### config.mk
export PLATFORM = sky130hd
export DESIGN_NAME = bram_port_arbiter
export DESIGN_NICKNAME = d
export VERILOG_FILES = /design/src/rtl/bram_arb_pkg.sv /design/src/rtl/rr_lock_fsm.sv /design/src/rtl/bram_port_arbiter.sv
export SDC_FILE = /design/constraint.sdc
export NUM_CORES = 1
export LEC_CHECK = 0
export CAP_MARGIN = 0
export CORE_AREA = 5 5 88 90
export CTS_CLUSTER_SIZE = 25
export DETAILED_ROUTE_END_ITERATION = 16
export DIE_AREA = 0 0 93 95
export GPL_TIMING_DRIVEN = 0
export HOLD_SLACK_MARGIN = 0.12
export PLACE_DENSITY_LB_ADDON = 0.12
export SETUP_SLACK_MARGIN = 0.3
export SLEW_MARGIN = 20
export SYNTH_ARGS = -nofsm -noshare
export SYNTH_HDL_FRONTEND = slang
export SYNTH_SLANG_ARGS = --single-unit
### constraint.sdc
create_clock -name clk -period 4.1 [get_ports clk]
set_input_delay 1.23 -clock clk [delete_from_list [all_inputs] [get_ports clk]]
set_output_delay 1.23 -clock clk [all_outputs]
set_load 0.01 [all_outputs]
### src/rtl/bram_arb_pkg.sv
// Shared types for the Conv2d BRAM port arbiter: FSM state encoding and requester indices.
package bram_arb_pkg;

    typedef enum logic [1:0] {
        IDLE  = 2'd0,
        LOCK0 = 2'd1,
        LOCK1 = 2'd2
    } arb_state_t;

    localparam logic REQ_LOADER = 1'b0;
    localparam logic REQ_CONV   = 1'b1;

endpackage

### src/rtl/rr_lock_fsm.sv
// Round-robin grant generator with a bounded burst lock; owns last-winner, state and beat count.
module rr_lock_fsm
    import bram_arb_pkg::*;
#(
    parameter int MAX_LOCK = 16
) (
    input  logic clk,
    input  logic rst_n,
    input  logic req_0,
    input  logic req_1,
    input  logic lock_0,
    input  logic lock_1,
    output logic gnt_0,
    output logic gnt_1
);

    localparam int CW = $clog2(MAX_LOCK + 1);

    arb_state_t     state, state_n;
    logic           last, last_n;
    logic [CW-1:0]  lock_cnt, lock_cnt_n;
    logic           g0, g1;

    always_ff @(posedge clk or negedge rst_n) begin
        if (!rst_n) begin
            state    <= IDLE;
            last     <= REQ_CONV;
            lock_cnt <= '0;
        end else begin
            state    <= state_n;
            last     <= last_n;
            lock_cnt <= lock_cnt_n;
        end
    end

    // A lock of one beat is already exhausted, so MAX_LOCK=1 never leaves IDLE.
    always_comb begin
        g0         = 1'b0;
        g1         = 1'b0;
        state_n    = state;
        last_n     = last;
        lock_cnt_n = lock_cnt;
        case (state)
            IDLE: begin
                if (req_0 && (!req_1 || last == REQ_CONV)) begin
                    g0     = 1'b1;
                    last_n = REQ_LOADER;
                    if (lock_0 && MAX_LOCK > 1) begin
                        state_n    = LOCK0;
                        lock_cnt_n = CW'(1);
                    end
                end else if (req_1) begin
                    g1     = 1'b1;
                    last_n = REQ_CONV;
                    if (lock_1 && MAX_LOCK > 1) begin
                        state_n    = LOCK1;
                        lock_cnt_n = CW'(1);
                    end
                end
            end
            LOCK0: begin
                if (!req_0) begin
                    state_n = IDLE;
                end else begin
                    g0         = 1'b1;
                    lock_cnt_n = lock_cnt + CW'(1);
                    if (!lock_0 || lock_cnt_n == CW'(MAX_LOCK))
                        state_n = IDLE;
                end
            end
            LOCK1: begin
                if (!req_1) begin
                    state_n = IDLE;
                end else begin
                    g1         = 1'b1;
                    lock_cnt_n = lock_cnt + CW'(1);
                    if (!lock_1 || lock_cnt_n == CW'(MAX_LOCK))
                        state_n = IDLE;
                end
            end
            default: state_n = IDLE;
        endcase
    end

    assign gnt_0 = g0 & rst_n;
    assign gnt_1 = g1 & rst_n;

endmodule

### src/rtl/bram_port_arbiter.sv
// Two-requester BRAM port arbiter (loader / conv reader) with read-return tagging.
// Optional stall counters enabled by defining BRAM_ARB_PERF_EN.
module bram_port_arbiter
    import bram_arb_pkg::*;
#(
    parameter int DATA_WIDTH = 32,
    parameter int ADDR_WIDTH = 10,
    parameter int MAX_LOCK   = 16,
    parameter int CNT_WIDTH  = 32
) (
    input  logic                  clk,
    input  logic                  rst_n,
    input  logic                  req_0,
    input  logic                  req_1,
    input  logic                  lock_0,
    input  logic                  lock_1,
    input  logic                  we_0,
    input  logic                  we_1,
    input  logic [ADDR_WIDTH-1:0] addr_0,
    input  logic [ADDR_WIDTH-1:0] addr_1,
    input  logic [DATA_WIDTH-1:0] wdata_0,
    input  logic [DATA_WIDTH-1:0] wdata_1,
    output logic                  gnt_0,
    output logic                  gnt_1,
    output logic                  rvalid_0,
    output logic                  rvalid_1,
    output logic [DATA_WIDTH-1:0] rdata_0,
    output logic [DATA_WIDTH-1:0] rdata_1,
    output logic                  bram_en,
    output logic                  bram_we,
    output logic [ADDR_WIDTH-1:0] bram_addr,
    output logic [DATA_WIDTH-1:0] bram_din,
    input  logic [DATA_WIDTH-1:0] bram_dout
`ifdef BRAM_ARB_PERF_EN
    ,
    input  logic                  perf_clr,
    output logic [CNT_WIDTH-1:0]  stall_cnt_0,
    output logic [CNT_WIDTH-1:0]  stall_cnt_1
`endif
);

    rr_lock_fsm #(
        .MAX_LOCK (MAX_LOCK)
    ) u_fsm (
        .clk    (clk),
        .rst_n  (rst_n),
        .req_0  (req_0),
        .req_1  (req_1),
        .lock_0 (lock_0),
        .lock_1 (lock_1),
        .gnt_0  (gnt_0),
        .gnt_1  (gnt_1)
    );

    // Requester 0 owns the address/data bus whenever requester 1 is not granted.
    assign bram_en   = gnt_0 | gnt_1;
    assign bram_we   = (gnt_0 & we_0) | (gnt_1 & we_1);
    assign bram_addr = gnt_1 ? addr_1  : addr_0;
    assign bram_din  = gnt_1 ? wdata_1 : wdata_0;
    assign rdata_0   = bram_dout;
    assign rdata_1   = bram_dout;

    always_ff @(posedge clk or negedge rst_n) begin
        if (!rst_n) begin
            rvalid_0 <= 1'b0;
            rvalid_1 <= 1'b0;
        end else begin
            rvalid_0 <= gnt_0 & ~we_0;
            rvalid_1 <= gnt_1 & ~we_1;
        end
    end

`ifdef BRAM_ARB_PERF_EN
    always_ff @(posedge clk or negedge rst_n) begin
        if (!rst_n) begin
            stall_cnt_0 <= '0;
            stall_cnt_1 <= '0;
        end else if (perf_clr) begin
            stall_cnt_0 <= '0;
            stall_cnt_1 <= '0;
        end else begin
            if (req_0 && !gnt_0 && stall_cnt_0 != '1)
                stall_cnt_0 <= stall_cnt_0 + CNT_WIDTH'(1);
            if (req_1 && !gnt_1 && stall_cnt_1 != '1)
                stall_cnt_1 <= stall_cnt_1 + CNT_WIDTH'(1);
        end
    end
`else
    logic unused_perf;
    assign unused_perf = ^CNT_WIDTH;
`endif

endmodule

==> summary.md <==
| Metric | Value |
|---|---|
| Status | finished, final reports clean |
| Most frequent cells in the layout | clkdlybuf4s50_1 (154), buf_4 (72), mux2_2 (43) |
| Power Dens Cells | roughly 280 nW/um^2 |
| Area of the multi-input gates | 852 sq um |
| WP buf/inv | 4 |
| Slew margin rel. | 0.752 |
| Initial core utilization | 0.232 |
| Crit path DAT | 2580 ps |
| Pleak | 1.77 nW |
| Sw frac | 0.373 |
| Maximum vdd drop | 0.125 mV |
| First-pass GRT wire length | ~11 mm |
| Final instance area | 3800 sq um |
| Antenna cells | 0 |
| Share of layout cells above drive strength 1 | 0.406 |
| Most common cell after layout, fill and taps aside | clkdlybuf4s50_1 |
| CP endpoint kind | output port |
| Sw Pwr | ~0.39 mW |
| Die X | 93 microns |
| Seq/Total Area, Yosys | 0.155 |
| Largest net degree at the start of global routing | 14 |
| Dpl ws | -812 ps |
| Total Routing Usage GR | 0.168 |
| Hold bufs inserted after CTS | 0 |
| Clock Pin Slew Worst Setup and Hold Paths | 50 ps |
| Register bit count reported by yosys | 10 |
| Top Ports | about 240 |
| Vias in the first global route | 2123 |
| Antenna violations before repair | 0 |
| Final hold slack | roughly 540 ps |
| Min-Delay Path Class | reg2reg |
| Crit share post-route | 0.929 |
| Slowest cell on crit path | mux2_2 |
| Placed instance count | 468 |
| Clock root cell | clkbuf_8 |
| Max Cap Viol | 0 |
| Non-Filler Instances | 483 |
| Fin util | 0.544 |
| Vias per inst | around 4.2 |
| DRC violations left | 0 |
| Area growth from synthesis to layout | 135% |
| Worst-path cell chain | buf_6 > nand2_1 > a21o_1 > nand3_4 > buf_12 > buf_8 > mux2_2 > dlygate4sd2_1 |
| Worst-path fanout max | 8 |
| Clk_lat worst skew | between 200 and 250 ps |
| P_int | 0.664 mW |
| CTS max path bufs | 2 |
| Period minus WS final | 3810 ps |
| Fill count | approximately 640 |
| Core Rows | 31 |
| Largest stage delay, worst path | 340 ps |
| Port Buffers | slightly above 200 |
| Die area | 8840 sq um |
| Routability Congestion | 0.808 |
| Router iterations before antenna repair | 4 |
| Clk_skew | 0.453 ps |
| Total clock sinks | 10 |
| Final worst slack | 290 ps |
| Comb power frac | 0.732 |
| H-tree levels | 1 |
| Setup violations, final | 0 |
| Top delay family on crit path | buffers and inverters |
| Detail Route Antenna Nets | 0 |
| WS Path Type | in2out |
| CP startpoint kind | input pin |
| CTS buffer count | 3 |
| CTS tree | built |
| Sequential share of power | 0.170 |
| Max Slew Vio Count | 0 |
| Seq. cell area | 251 sq um |
| Netlist cell types | 27 |
| DP Area | 3740 sq um |
| CP Data Required Time | 2870 ps |
| Nets | 531 |
| FMAX | 262 MHz |
| Hpwl dp | 7.36 mm |
| Iteration-0 DRC Markers | 20 |
| Die Height | 95 microns |
| Core area | approximately 7000 sq um |
| Syn Area/Cell | 8.80 sq um |
| Synthesized instance count | 184 |
| Mapped Area | 1620 sq um |
| Final WL | between 8 and 9 mm |
| Synth warnings | 0 |
| Syn nets | 313 |
| RSZ-0062 raised after global routing | yes |
| Clock power frac | 0.098 |
| Worst Tran Pin Value | 368 ps |
| Final hold vios | 0 |
| Average wire per cell in the routed design | 17.0 microns |
| Congestion Overflow GR | 0 |
| Vias | 2011 |
Yosys cell counts (all sizes together):
cell type	count	share of area
a22o	1	0.0054
o22ai	1	0.0039
nand2b	1	0.0054
and3	1	0.0039
a31oi	2	0.0077
dfrtp	9	0.14
or4b	2	0.012
nand2	14	0.032
mux2i	2	0.012
mux2	43	0.30
or3	1	0.0039
nor2	2	0.0046
a311o	1	0.0070
nand3	12	0.037
a21o	1	0.0046
ha	5	0.039
nand4b	1	0.0054
or2	1	0.0039
dfstp	1	0.016
nand3b	2	0.0093
a21oi	3	0.0093
clkbuf	1	0.0023
buf	69	0.32
o21ai	2	0.0062
inv	6	0.014
path summary, 6_finish.rpt:
path / startpoint / endpoint / slack, ps / depth (start not counted)
min in group asynchronous: rst_n / u_fsm.lock_cnt[2] / 890 / 1
worst min register to register: u_fsm.last / u_fsm.last / 540 / 2
max in group asynchronous: rst_n / u_fsm.last / 2920 / 1
worst max-delay path: req_0 / bram_din[12] / 290 / 8
worst max register to register: u_fsm.state[0] / u_fsm.lock_cnt[3] / 2150 / 7
worst min-delay path: u_fsm.last / u_fsm.last / 540 / 2
registers in the layout, indices dropped and copies added, names as in the netlist:
signal          cells
u_fsm.lock_cnt      5
u_fsm.state         2
rvalid_0            1
rvalid_1            1
u_fsm.last          1
metal layers:
metal  track usage  part of all wire  vias up
li1              -                 -     1002
met3        0.0669              0.11        6
met5             0                 0        -
met4        0.0452             0.011        0
met2         0.304              0.54      138
met1         0.182              0.34      865
power by group through the flow:
stage / combinational [mW] / clock [mW] / sequential (mW)
6_report: 0.775 / 0.104 / 0.180
5_1_grt: 0.843 / 0.112 / 0.188
4_1_cts: 0.751 / 0.107 / 0.180
3_5_place_dp: 0.766 / 0 / 0.181
3_3_place_gp: 0.761 / 0 / 0.179
2_1_floorplan: 0.397 / 0 / 0.173
tightest hold or removal path, stage by stage, from the launching register on:
cell and delay (ps):
dfstp_2 370, a21oi_1 110, a31oi_1 50
repair_timing:
item | CTS | global route
resized for setup | 61 | 67
gates cloned | 1 | 1
pin swaps | 1 | 0
endpoints found under the setup margin | 46 | 38
buffers inserted | 2 | 7
logic make-up (layout without fill, tap and decap cells):
logic type | count (synthesis) | count (layout) | synth area share
buffers and inverters | 76 | 292 | 0.332
adder cells (fa/ha/maj) | 5 | 5 | 0.0386
flip-flops | 10 | 10 | 0.155
multiplexers | 45 | 45 | 0.311
AO/OA/AOI/OAI | 11 | 11 | 0.0441
AND/OR/NAND/NOR | 37 | 38 | 0.118
per-stage QoR:
step | setup TNS (ps) | total power, mW
floorplan | 0 | 0.570
global placement | -34320 | 0.941
detailed placement | -33510 | 0.947
CTS | 0 | 1.04
global route | 0 | 1.14
finish | 0 | 1.06
layout make-up:
type                       count  share of cell area
sequential                    10              0.0662
inverter                       6             0.00593
clock buffer                   4              0.0119
timing repair buffer         212               0.518
buffer                        70               0.146
multi-input combinational     99               0.224
tap                           82              0.0270
No activity file was read; power rests on OpenSTA's default activity.
